File: src/rtl/debug_link_ctrl_pkg.sv
// Shared definitions for the UART debug link: command bytes, reply bytes,
// one-hot controller states and dump source selection.
package debug_link_ctrl_pkg;

    localparam int ST_W = 10;

    localparam int S_IDLE       = 0;
    localparam int S_LOAD_IM    = 1;
    localparam int S_RUN        = 2;
    localparam int S_STEP_WAIT  = 3;
    localparam int S_STEP_EXEC  = 4;
    localparam int S_DUMP_FETCH = 5;
    localparam int S_DUMP_SEND  = 6;
    localparam int S_DUMP_WAIT  = 7;
    localparam int S_SEND_CSUM  = 8;
    localparam int S_ERROR      = 9;

    typedef enum logic [ST_W-1:0] {
        ST_IDLE       = ST_W'(1 << S_IDLE),
        ST_LOAD_IM    = ST_W'(1 << S_LOAD_IM),
        ST_RUN        = ST_W'(1 << S_RUN),
        ST_STEP_WAIT  = ST_W'(1 << S_STEP_WAIT),
        ST_STEP_EXEC  = ST_W'(1 << S_STEP_EXEC),
        ST_DUMP_FETCH = ST_W'(1 << S_DUMP_FETCH),
        ST_DUMP_SEND  = ST_W'(1 << S_DUMP_SEND),
        ST_DUMP_WAIT  = ST_W'(1 << S_DUMP_WAIT),
        ST_SEND_CSUM  = ST_W'(1 << S_SEND_CSUM),
        ST_ERROR      = ST_W'(1 << S_ERROR)
    } state_e;

    typedef enum logic [1:0] {
        SRC_RB = 2'd0,
        SRC_DM = 2'd1,
        SRC_PC = 2'd2
    } dump_src_e;

    localparam logic [7:0] CMD_LOAD_IM   = 8'h01;
    localparam logic [7:0] CMD_RUN       = 8'h02;
    localparam logic [7:0] CMD_STEP      = 8'h03;
    localparam logic [7:0] CMD_DUMP_RB   = 8'h04;
    localparam logic [7:0] CMD_DUMP_DM   = 8'h05;
    localparam logic [7:0] CMD_DUMP_PC   = 8'h06;
    localparam logic [7:0] CMD_STEP_EXEC = 8'h07;
    localparam logic [7:0] CMD_STEP_EXIT = 8'h08;

    localparam logic [7:0] ERR_BYTE = 8'hEE;

endpackage

File: src/rtl/debug_link_ctrl_if.sv
// Byte-UART handshake between the UART (master) and the debug controller (slave).
interface debug_link_ctrl_if #(
    parameter int BYTE = 8
) ();
    logic            rx_done;
    logic [BYTE-1:0] rx_data;
    logic            tx_start;
    logic [BYTE-1:0] tx_data;
    logic            tx_done;

    modport master (
        output rx_done, rx_data, tx_done,
        input  tx_start, tx_data
    );

    modport slave (
        input  rx_done, rx_data, tx_done,
        output tx_start, tx_data
    );
endinterface

File: src/rtl/debug_link_ctrl_tx_serializer.sv
// Splits a CPU word into UART bytes MS-first, runs the tx_start/tx_done
// handshake and keeps the running XOR checksum of every word byte sent.
module debug_tx_serializer
    import debug_link_ctrl_pkg::*;
#(
    parameter int BYTE  = 8,
    parameter int DWORD = 32
) (
    input  logic             i_clock,
    input  logic             i_reset,
    input  logic             i_load,
    input  logic [DWORD-1:0] i_word,
    input  logic             i_send_word,
    input  logic             i_send_csum,
    input  logic             i_send_err,
    input  logic             i_clear,
    input  logic             i_tx_done,
    output logic             o_tx_start,
    output logic [BYTE-1:0]  o_tx_data,
    output logic             o_done
);

    logic [DWORD-1:0] shift_q, shift_d;
    logic [DWORD-1:0] word_src;
    logic [BYTE-1:0]  tx_data_q, tx_data_d;
    logic [BYTE-1:0]  csum_q, csum_d;
    logic             tx_start_q, tx_start_d;
    logic             busy_q, busy_d;

    // Loading and sending in the same cycle takes the byte straight from i_word.
    always_comb begin
        word_src   = i_load ? i_word : shift_q;
        shift_d    = shift_q;
        csum_d     = csum_q;
        tx_data_d  = tx_data_q;
        tx_start_d = 1'b0;
        busy_d     = busy_q & ~i_tx_done;
        if (i_clear) begin
            shift_d = '0;
            csum_d  = '0;
        end
        if (i_send_word) begin
            tx_start_d = 1'b1;
            tx_data_d  = word_src[DWORD-1 -: BYTE];
            shift_d    = word_src << BYTE;
            csum_d     = csum_q ^ word_src[DWORD-1 -: BYTE];
            busy_d     = 1'b1;
        end else if (i_send_csum) begin
            tx_start_d = 1'b1;
            tx_data_d  = csum_q;
            busy_d     = 1'b1;
        end else if (i_send_err) begin
            tx_start_d = 1'b1;
            tx_data_d  = BYTE'(ERR_BYTE);
            busy_d     = 1'b1;
        end
    end

    always_ff @(posedge i_clock or negedge i_reset) begin
        if (!i_reset) begin
            shift_q    <= '0;
            csum_q     <= '0;
            tx_data_q  <= '0;
            tx_start_q <= 1'b0;
            busy_q     <= 1'b0;
        end else begin
            shift_q    <= shift_d;
            csum_q     <= csum_d;
            tx_data_q  <= tx_data_d;
            tx_start_q <= tx_start_d;
            busy_q     <= busy_d;
        end
    end

    assign o_tx_start = tx_start_q;
    assign o_tx_data  = tx_data_q;
    assign o_done     = busy_q & i_tx_done;

endmodule

File: src/rtl/debug_link_ctrl.sv
// UART-side debug controller: loads instruction memory, runs or single-steps
// the core and dumps register bank, data memory or PC with a checksum byte.
//
// state      | meaning
// IDLE       | waiting for a command byte
// LOAD_IM    | writing received bytes into instruction memory
// RUN        | core enabled until it halts
// STEP_WAIT  | waiting for step (0x07) or exit (0x08)
// STEP_EXEC  | core enabled for this single cycle
// DUMP_FETCH | latch the current word into the serializer, send its MS byte
// DUMP_SEND  | tx_start pulse cycle
// DUMP_WAIT  | waiting for the UART to finish the byte
// SEND_CSUM  | sending the XOR checksum and waiting for tx_done
// ERROR      | sending the error byte and waiting for tx_done
module debug_link_ctrl
    import debug_link_ctrl_pkg::*;
#(
    parameter int BYTE     = 8,
    parameter int DWORD    = 32,
    parameter int IM_BYTES = 256,
    parameter int RB_WORDS = 32,
    parameter int DM_WORDS = 32,
    parameter int ADDR     = 5,
    parameter int NB_ST    = ST_W
) (
    input  logic                        i_clock,
    input  logic                        i_reset,
    debug_link_ctrl_if.slave            uart,
    output logic                        o_im_wr_en,
    output logic [$clog2(IM_BYTES)-1:0] o_im_wr_addr,
    output logic [BYTE-1:0]             o_im_wr_data,
    input  logic                        i_cpu_halt,
    output logic                        o_cpu_enable,
    output logic [ADDR-1:0]             o_rd_addr,
    input  logic [DWORD-1:0]            i_rb_data,
    input  logic [DWORD-1:0]            i_dm_data,
    input  logic [DWORD-1:0]            i_pc,
    output logic [NB_ST-1:0]            o_state
);

    localparam int BPW = DWORD / BYTE;
    localparam int BCW = (BPW > 1) ? $clog2(BPW) : 1;
    localparam int IMW = $clog2(IM_BYTES);
    localparam logic [IMW-1:0] IM_LAST = IMW'(IM_BYTES - 1);

    state_e          state_q, state_d;
    dump_src_e       src_q, src_d;
    logic [ADDR-1:0] word_cnt_q, word_cnt_d;
    logic [BCW-1:0]  byte_cnt_q, byte_cnt_d;
    logic [ADDR-1:0] rd_addr_q, rd_addr_d;
    logic [IMW-1:0]  im_cnt_q, im_cnt_d;
    logic            im_wr_en_q, im_wr_en_d;
    logic [IMW-1:0]  im_wr_addr_q, im_wr_addr_d;
    logic [BYTE-1:0] im_wr_data_q, im_wr_data_d;
    logic            cpu_enable_q, cpu_enable_d;

    logic             ser_load, ser_send_word, ser_send_csum, ser_send_err, ser_clear;
    logic             ser_done;
    logic [DWORD-1:0] dump_word;

    always_comb begin
        case (src_q)
            SRC_RB:  dump_word = i_rb_data;
            SRC_DM:  dump_word = i_dm_data;
            default: dump_word = i_pc;
        endcase
    end

    always_comb begin
        state_d       = state_q;
        src_d         = src_q;
        word_cnt_d    = word_cnt_q;
        byte_cnt_d    = byte_cnt_q;
        rd_addr_d     = rd_addr_q;
        im_cnt_d      = im_cnt_q;
        im_wr_en_d    = 1'b0;
        im_wr_addr_d  = im_wr_addr_q;
        im_wr_data_d  = im_wr_data_q;
        cpu_enable_d  = 1'b0;
        ser_load      = 1'b0;
        ser_send_word = 1'b0;
        ser_send_csum = 1'b0;
        ser_send_err  = 1'b0;
        ser_clear     = 1'b0;

        case (state_q)
            ST_IDLE: begin
                if (uart.rx_done) begin
                    case (uart.rx_data)
                        CMD_LOAD_IM: state_d = ST_LOAD_IM;
                        CMD_RUN: begin
                            state_d      = ST_RUN;
                            cpu_enable_d = 1'b1;
                        end
                        CMD_STEP: state_d = ST_STEP_WAIT;
                        CMD_DUMP_RB: begin
                            state_d    = ST_DUMP_FETCH;
                            src_d      = SRC_RB;
                            word_cnt_d = ADDR'(RB_WORDS - 1);
                            rd_addr_d  = '0;
                            ser_clear  = 1'b1;
                        end
                        CMD_DUMP_DM: begin
                            state_d    = ST_DUMP_FETCH;
                            src_d      = SRC_DM;
                            word_cnt_d = ADDR'(DM_WORDS - 1);
                            rd_addr_d  = '0;
                            ser_clear  = 1'b1;
                        end
                        CMD_DUMP_PC: begin
                            state_d    = ST_DUMP_FETCH;
                            src_d      = SRC_PC;
                            word_cnt_d = '0;
                            rd_addr_d  = '0;
                            ser_clear  = 1'b1;
                        end
                        default: begin
                            state_d      = ST_ERROR;
                            ser_send_err = 1'b1;
                        end
                    endcase
                end
            end
            ST_LOAD_IM: begin
                if (uart.rx_done) begin
                    im_wr_en_d   = 1'b1;
                    im_wr_addr_d = im_cnt_q;
                    im_wr_data_d = uart.rx_data;
                    if (im_cnt_q == IM_LAST) begin
                        im_cnt_d = '0;
                        state_d  = ST_IDLE;
                    end else begin
                        im_cnt_d = im_cnt_q + IMW'(1);
                    end
                end
            end
            ST_RUN: begin
                if (i_cpu_halt) begin
                    state_d = ST_IDLE;
                end else begin
                    cpu_enable_d = 1'b1;
                end
            end
            ST_STEP_WAIT: begin
                if (uart.rx_done) begin
                    if (uart.rx_data == CMD_STEP_EXEC) begin
                        if (!i_cpu_halt) begin
                            state_d      = ST_STEP_EXEC;
                            cpu_enable_d = 1'b1;
                        end
                    end else if (uart.rx_data == CMD_STEP_EXIT) begin
                        state_d = ST_IDLE;
                    end
                end
            end
            ST_STEP_EXEC: state_d = ST_STEP_WAIT;
            ST_DUMP_FETCH: begin
                ser_load      = 1'b1;
                ser_send_word = 1'b1;
                byte_cnt_d    = BCW'(BPW - 1);
                state_d       = ST_DUMP_SEND;
            end
            ST_DUMP_SEND: state_d = ST_DUMP_WAIT;
            ST_DUMP_WAIT: begin
                if (ser_done) begin
                    if (byte_cnt_q != '0) begin
                        byte_cnt_d    = byte_cnt_q - BCW'(1);
                        ser_send_word = 1'b1;
                        state_d       = ST_DUMP_SEND;
                    end else if (word_cnt_q != '0) begin
                        word_cnt_d = word_cnt_q - ADDR'(1);
                        rd_addr_d  = rd_addr_q + ADDR'(1);
                        state_d    = ST_DUMP_FETCH;
                    end else begin
                        ser_send_csum = 1'b1;
                        state_d       = ST_SEND_CSUM;
                    end
                end
            end
            ST_SEND_CSUM: begin
                if (ser_done) begin
                    rd_addr_d = '0;
                    ser_clear = 1'b1;
                    state_d   = ST_IDLE;
                end
            end
            ST_ERROR: begin
                if (ser_done) state_d = ST_IDLE;
            end
            default: state_d = ST_IDLE;
        endcase
    end

    always_ff @(posedge i_clock or negedge i_reset) begin
        if (!i_reset) begin
            state_q      <= ST_IDLE;
            src_q        <= SRC_RB;
            word_cnt_q   <= '0;
            byte_cnt_q   <= '0;
            rd_addr_q    <= '0;
            im_cnt_q     <= '0;
            im_wr_en_q   <= 1'b0;
            im_wr_addr_q <= '0;
            im_wr_data_q <= '0;
            cpu_enable_q <= 1'b0;
        end else begin
            state_q      <= state_d;
            src_q        <= src_d;
            word_cnt_q   <= word_cnt_d;
            byte_cnt_q   <= byte_cnt_d;
            rd_addr_q    <= rd_addr_d;
            im_cnt_q     <= im_cnt_d;
            im_wr_en_q   <= im_wr_en_d;
            im_wr_addr_q <= im_wr_addr_d;
            im_wr_data_q <= im_wr_data_d;
            cpu_enable_q <= cpu_enable_d;
        end
    end

    debug_tx_serializer #(
        .BYTE  (BYTE),
        .DWORD (DWORD)
    ) u_tx_ser (
        .i_clock     (i_clock),
        .i_reset     (i_reset),
        .i_load      (ser_load),
        .i_word      (dump_word),
        .i_send_word (ser_send_word),
        .i_send_csum (ser_send_csum),
        .i_send_err  (ser_send_err),
        .i_clear     (ser_clear),
        .i_tx_done   (uart.tx_done),
        .o_tx_start  (uart.tx_start),
        .o_tx_data   (uart.tx_data),
        .o_done      (ser_done)
    );

    assign o_im_wr_en   = im_wr_en_q;
    assign o_im_wr_addr = im_wr_addr_q;
    assign o_im_wr_data = im_wr_data_q;
    assign o_cpu_enable = cpu_enable_q;
    assign o_rd_addr    = rd_addr_q;
    assign o_state      = NB_ST'(state_q);

endmodule

File: src/flat_wrapper.sv
// flat-port wrapper written by rule: the top's interface ports become plain ports
module debug_link_ctrl_flat import debug_link_ctrl_pkg::*;
#(
    parameter int BYTE     = 8,
    parameter int DWORD    = 32,
    parameter int IM_BYTES = 256,
    parameter int RB_WORDS = 32,
    parameter int DM_WORDS = 32,
    parameter int ADDR     = 5,
    parameter int NB_ST    = ST_W
)
  (i_clock, i_reset, o_im_wr_en, o_im_wr_addr, o_im_wr_data, i_cpu_halt, o_cpu_enable, o_rd_addr, i_rb_data, i_dm_data, i_pc, o_state, uart_rx_done, uart_rx_data, uart_tx_done, uart_tx_start, uart_tx_data);
  debug_link_ctrl_if #(.BYTE(BYTE)) uart_i ();
  input  logic i_clock;
  input  logic i_reset;
  output logic o_im_wr_en;
  output logic [$clog2(IM_BYTES)-1:0] o_im_wr_addr;
  output logic [BYTE-1:0] o_im_wr_data;
  input  logic i_cpu_halt;
  output logic o_cpu_enable;
  output logic [ADDR-1:0] o_rd_addr;
  input  logic [DWORD-1:0] i_rb_data;
  input  logic [DWORD-1:0] i_dm_data;
  input  logic [DWORD-1:0] i_pc;
  output logic [NB_ST-1:0] o_state;
  input wire logic [$bits(uart_i.rx_done)-1:0] uart_rx_done;
  input wire logic [$bits(uart_i.rx_data)-1:0] uart_rx_data;
  input wire logic [$bits(uart_i.tx_done)-1:0] uart_tx_done;
  output wire logic [$bits(uart_i.tx_start)-1:0] uart_tx_start;
  output wire logic [$bits(uart_i.tx_data)-1:0] uart_tx_data;
  assign uart_i.rx_done = uart_rx_done;
  assign uart_i.rx_data = uart_rx_data;
  assign uart_i.tx_done = uart_tx_done;
  assign uart_tx_start = uart_i.tx_start;
  assign uart_tx_data = uart_i.tx_data;
  debug_link_ctrl #(.BYTE(BYTE), .DWORD(DWORD), .IM_BYTES(IM_BYTES), .RB_WORDS(RB_WORDS), .DM_WORDS(DM_WORDS), .ADDR(ADDR), .NB_ST(NB_ST)) u_core (.i_clock(i_clock), .i_reset(i_reset), .uart(uart_i), .o_im_wr_en(o_im_wr_en), .o_im_wr_addr(o_im_wr_addr), .o_im_wr_data(o_im_wr_data), .i_cpu_halt(i_cpu_halt), .o_cpu_enable(o_cpu_enable), .o_rd_addr(o_rd_addr), .i_rb_data(i_rb_data), .i_dm_data(i_dm_data), .i_pc(i_pc), .o_state(o_state));
endmodule
File: config.mk
export PLATFORM = sky130hd
export DESIGN_NAME = debug_link_ctrl_flat
export DESIGN_NICKNAME = d
export VERILOG_FILES = /design/src/rtl/debug_link_ctrl_pkg.sv /design/src/rtl/debug_link_ctrl_if.sv /design/src/rtl/debug_link_ctrl_tx_serializer.sv /design/src/rtl/debug_link_ctrl.sv /design/src/flat_wrapper.sv
export SDC_FILE = /design/constraint.sdc
export NUM_CORES = 1
export LEC_CHECK = 0
export ABC_AREA = 1
export CAP_MARGIN = 20
export CORE_MARGIN = 2
export CORE_UTILIZATION = 49
export DETAILED_ROUTE_END_ITERATION = 8
export PLACE_DENSITY = 0.92
export SYNTH_ARGS = -nofsm -noshare
export SYNTH_HDL_FRONTEND = slang
export SYNTH_SLANG_ARGS = --single-unit
File: constraint.sdc
create_clock -name i_clock -period 1.9 [get_ports i_clock]
set_input_delay 0.475 -clock i_clock [delete_from_list [all_inputs] [get_ports i_clock]]
set_output_delay 0.475 -clock i_clock [all_outputs]
set_load 0.02 [all_outputs]
# Word-level counts from Yosys, hierarchy flattened
# Cells that the tools add are included.
dict set report totals {
  romBits 0
  mem_bits_rw 0
  latchBits 0
  elab_cells 147
  inputBits 109
  mem_count 0
  output_inout_bits 42
  regBits 100
}
dict set report classes {
  bitwise 4
  n_lt_le_gt_ge 0
  add_sub_neg 4
  reduce_logical 19
  shift 0
  mux 70
  mul 0
  div_mod_pow 0
  eq_ne 35
}
# cell n
set ops {}
lappend ops {{$mux 10} 11}
lappend ops {{$mux 32} 3}
lappend ops {{$pmux 10 s9} 1}
lappend ops {{$pmux 32 s2} 1}
lappend ops {{$mux 5} 10}
lappend ops {{$mux 8} 6}
lappend ops {{$pmux 10 s4} 1}
lappend ops {{$eq 8x3->1 const B} 4}
lappend ops {{$mux 1} 26}
lappend ops {{$pmux 5 s2} 2}
lappend ops {{$eq 8x2->1 const B} 2}
lappend ops {{$pmux 5 s3} 1}
lappend ops {{$ne 2x1->1 const B} 6}
lappend ops {{$ne 2x2->1 const B} 6}
lappend ops {{$eq 10x1->1 const B} 1}
lappend ops {{$eq 10x10->1 const B} 1}
lappend ops {{$eq 10x2->1 const B} 1}
lappend ops {{$eq 10x3->1 const B} 1}
lappend ops {{$eq 10x4->1 const B} 1}
lappend ops {{$eq 10x5->1 const B} 1}
lappend ops {{$eq 10x6->1 const B} 1}
lappend ops {{$eq 10x7->1 const B} 1}
lappend ops {{$eq 10x8->1 const B} 1}
lappend ops {{$eq 10x9->1 const B} 1}
lappend ops {{other kinds (31)} 42}

# Longest topological paths before layout
dict set report logic_depth {
  depth_word 8
  depth_mapped 11
  depth_no_buf 11
}

# Modules after synthesis
# From an unflattened synthesis, not the netlist that was laid out.
dict set report hier_totals {
  cells_unflattened 770
  hier_area_um2 5565.3
}
# mod cells_per_inst instances seq_area_each_um2 area_per_inst_um2
set modules_own_cells {}
lappend modules_own_cells {debug_link_ctrl 509 1 1252.5 3468.3}
lappend modules_own_cells {debug_tx_serializer 261 1 1051.0 2097.0}

# Least setup slack after synthesis
# No wires, ideal clock.
dict set report synth_path {
  kind {reg2reg}
  start {register u_core.state_q[9] (netlist: u_core.o_state[9])}
  end {register u_core.u_tx_ser.tx_data_q[2] (netlist: u_core.u_tx_ser.o_tx_data[2])}
  slack_ns 0.147
  n_path_buf 1
  stages_incl_launch_ff 12
  required_time_ns 1.783
  arrival_ns 1.637
  cell_sequence {dfrtp_1 > nor2_4 > nand2_4 > nor2_4 > nand4_4 > nand2_4 > inv_2 > buf_6 > nand2_1 > nand2_1 > nand2_1 > nand2_1}
}
dict set report synth_between {
  elab_chain_len 4
  word_cells_on_any_way 11
}
# item line
set synth_lines {}
lappend synth_lines {{start, declared} debug_link_ctrl.sv:46} ;# state_e state_q, state_d;
lappend synth_lines {{start signal, assigned} debug_link_ctrl.sv:207} ;# state_q <= state_d;
lappend synth_lines {{$eq 10x8->1 or $eq 10x6->1 (tied branches)} debug_link_ctrl.sv:86} ;# case (state_q)
lappend synth_lines {{$mux 1} debug_link_ctrl.sv:86}
lappend synth_lines {{$mux 8 or $mux 32 (tied branches)} {debug_link_ctrl_tx_serializer.sv:48, debug_link_ctrl_tx_serializer.sv:32}}
lappend synth_lines {{$mux 8} debug_link_ctrl_tx_serializer.sv:42} ;# if (i_send_word) begin
lappend synth_lines {{end signal, assigned} debug_link_ctrl_tx_serializer.sv:69} ;# tx_data_q <= tx_data_d;
lappend synth_lines {{end, declared} debug_link_ctrl_tx_serializer.sv:25} ;# logic [BYTE-1:0] tx_data_q, tx_data_d;
# Several ways; a longest one is shown, not always the timed one.
# A chain may end at the register's enable or synchronous reset.

# Worst setup path in the final report
dict set report layout_path {
  start {register u_core.state_q[7] (netlist: u_core.o_state[7])}
  end {register u_core.state_q[1] (netlist: u_core.o_state[1])}
}
dict set report layout_between {
  elab_chain_len 4
  word_cells_on_any_way 22
}
# item line
set layout_lines {}
lappend layout_lines {{$eq 10x9->1 or $eq 10x10->1 (tied branches)} debug_link_ctrl.sv:86}
lappend layout_lines {{$reduce_or 2->1 (no source line)} -}
lappend layout_lines {{$ne 2x1->1 (no source line)} -}
lappend layout_lines {{$reduce_and 9->1 (no source line)} -}
# Several ways; a longest one is shown, not always the timed one.

==> results.yml <==
run_status:
  status: "finished clean"
route:
  dr.pass1.iters: 6
  routed_wl_um: 16180
  num_vias: 5990
  drt_iter0_markers: 430
  route.detailed.drc: 0
  wl_per_cell_um: 14.66
  viasPerCell: 5.426
  ant_nets: 0
floorplan:
  fp.dieW_um: 109.7
  start_util: 0.5026
  die_y_um: 109.7
  placementRows: 38
  coreArea_mm2: 0.01089
  dieArea_mm2: 0.01203
  ios: 151
worst_setup_path:
  reg2reg_depth: 9
  cp-start-kind: "register"
  r2r_start: "u_core.o_state[7]"
  ff2ff_setup_slack_ns: 0.004
  cp_data_arrival_time_ns: 2.17
  rr_endpoint: "u_core.o_state[1]"
  crit_fanout: 5
  cp-end-kind: "register"
  worstSetupPathType: "reg2reg"
  required_ns: 2.18
grt:
  antenna_found_initial: 0
  grt_start_max_net_pins: 93
  grt_usage: 0.2763
  gr-total-overflow: 0
  grt_pass1_wl_um: 25990
  grt_pass1_vias: 5687
power_and_ir_drop:
  power_frac_comb: 0.456
  powerDensity_mw_per_mm2: 984.0
  seqPwrFrac: 0.360
  p_int_mw: 4.747
  power.leakage_nw: 3.900
  vdd.ir_drop.worst_uv: 478.9
  p_sw_mw: 3.081
  sw_frac_of_total: 0.3935
  clockPowerShare: 0.184
sta:
  fin_setup_tns_ns: 0
  slew_headroom: 0.6745
  fin_ws_ns: 0.004453
  timing.final.hold_violations: 0
  setup_viol: 0
  timing.final.crit_share: 0.9977
  slew_viol_final: 0
  finClkSkew_ns: 0.01639
  worst-slew-pin-transition_ns: 0.4871
  fin_crit_ns: 1.896
  fmax_mhz: 527.6
  rsz0062_at_grt: "true"
yosys:
  synthDistinctLibCells: 37
  syn_nets: 861
  ys_seq_elements: 92
  yosysWarnings: 0
  syn_avg_cell_area_um2: 7.326
  syn-cell-area_mm2: 0.005473
  yosysSeqAreaShare: 0.4209
  postSynthCellCount: 747
cts:
  cts_root_buf: "clkbuf_8"
  hold_buffers: 0
  cts.sinks: 92
  h-tree-depth: 3
  cts.path.max_buffers: 2
  cts_buffers: 9
  insertion_delay_ns: 0.38
  tritoncts: "yes"
  clk_pin_slew_ns: 0.10
cells_and_area:
  fin_area_mm2: 0.007955
  area_growth_pct: 45.36
  layout-drive-gt1-share: 0.1483
  utilization: 0.7306
  layout.nets: 1073
  diodes: 0
place:
  place_congestion: 0.9526
  dpl.hpwl_um: 12030
  pre_cts_ws_ns: -0.4974
  numPortBuffers: 150
  dpl_cell_area_mm2: 0.007543
min_path:
  hold_class: "in2async"
flow_run:
  drv_cap: 0
-- per-layer routing --
layer / global-route usage / routed length [µm]
met1: 0.3551 / 6387
met2: 0.4599 / 7961
met3: 0.04801 / 1282
met4: 0.1175 / 551
met5: 0 / 0
-- cells in the final DEF (no fill, tap or decap), types with 9 or more instances in the layout --
master and count:
nor2_1 66, nand2_1 231, a22oi_1 14, buf_4 66, o21ai_1 13, xor2_1 9
nor2_2 13, clkdlybuf4s50_1 134, dlygate4sd2_1 12, dfrtp_1 91, nand4_1 10, o21ai_0 44
inv_1 58, clkbuf_8 12, nand3_1 73, a21oi_1 15
-- area by class of cell --
class                           instances  area, µm²
Clock buffer                           12      165.2
Clock inverter                          4      55.05
Fill cell                             755       2933
Inverter                               67      262.8
Multi-Input combinational cell        566       2879
Sequential cell                        92       2303
Tap cell                              140      175.2
Timing Repair Buffer                  222       2107
Timing Repair inverter                  1      7.507
-- repair_timing --
action / CTS / global route
resized for setup: 15 / 35
pin swaps: 0 / 2
setup endpoints to repair: 37 / 47
buffers inserted: 0 / 6
cloned: 0 / 2
-- power groups by stage --
stage / sequential (mW) / combinational, mW / clock, mW
2_1_floorplan: 2.95 / 1.77 / 0
3_3_place_gp: 2.82 / 3.21 / 0
3_5_place_dp: 2.83 / 3.34 / 0
4_1_cts: 2.80 / 3.35 / 1.45
5_1_grt: 2.87 / 3.94 / 1.51
6_report: 2.82 / 3.57 / 1.44
-- critical path: stages, from the launching register on --
cell and delay, ns:
dfrtp_1 0.45, nor2_2 0.18, nand2_2 0.11, buf_4 0.18, nor2_1 0.15, a21boi_1 0.30, nor2_1 0.11, buf_4 0.16
nand3_1 0.09, nand2_1 0.07
-- kinds of logic after synthesis --
logic type      count (synthesis)  synth area share
flops                          92            0.4209
xor+xnor                       10           0.01600
buf+inv                        89           0.07224
fa+ha+maj                       5           0.01143
simple gates                  437            0.3560
compound gates                114            0.1235
-- registers in the layout, indices dropped and copies added (netlist names) --
signal,count
u_core.u_tx_ser.shift_q,24
u_core.u_tx_ser.busy_q,1
u_core.o_state,10
u_core.src_q,2
u_core.word_cnt_q,5
u_core.u_tx_ser.csum_q,8
u_core.o_im_wr_en,1
u_core.o_cpu_enable,1
u_core.o_im_wr_data,8
u_core.u_tx_ser.o_tx_start,1
u_core.byte_cnt_q,2
u_core.o_im_wr_addr,8
u_core.im_cnt_q,8
u_core.o_rd_addr,5
u_core.u_tx_ser.o_tx_data,8
-- worst max path at each step --
stage,startpoint,to,cells past startpoint
floorplan,u_core.o_state[9],u_core.u_tx_ser.o_tx_data[2],11
global placement,uart_rx_data[7],u_core.u_tx_ser.csum_q[0],9
detailed placement,uart_rx_data[7],u_core.u_tx_ser.shift_q[28],9
CTS,u_core.o_rd_addr[3],o_rd_addr[3],1
global route,u_core.o_state[7],u_core.o_state[1],9
finish,u_core.o_state[7],u_core.o_state[1],9
-- metrics by stage --
stage,std cells,total power [mW],hold WS [ns]
6_report,1104,7.828,0.1390
3_5_place_dp,1080,6.179,0.4632
5_1_grt,1104,8.321,0.1886
4_1_cts,1096,7.606,0.1582
2_1_floorplan,747,4.723,0.1794
3_3_place_gp,1080,6.030,0.4513
-- Yosys cell counts --
cell      count  share of area
a21boi_0      6         0.0082
a21boi_1      1         0.0014
a21oi_1      15          0.014
a21oi_4       1         0.0030
a22o_1        3         0.0048
a22oi_1      14          0.019
buf_2         7         0.0064
buf_4         2         0.0027
buf_6         6          0.012
clkbuf_1      7         0.0048
clkinv_1      2         0.0014
dfrtp_1      91           0.42
dfstp_2       1         0.0048
ha_1          5          0.011
inv_1        61          0.042
inv_2         4         0.0027
nand2_1     233           0.16
nand2_2       4         0.0046
nand2_4       3         0.0062
nand3_1      76          0.070
nand3_2       2         0.0037
nand3b_1      7         0.0096
nand4_1      10          0.011
nand4_4       3          0.012
nor2_1       76          0.052
nor2_2        9          0.010
nor2_4        2         0.0041
nor3_1        9         0.0082
nor3_2        2         0.0037
o211ai_1      4         0.0055
o21ai_0      45          0.041
o21ai_1      13          0.012
o22ai_1       8         0.0091
o31ai_1       4         0.0055
or2_2         1         0.0011
xnor2_1       1         0.0016
xor2_1        9          0.014
Note: power is estimated with default switching activity, not from simulation.
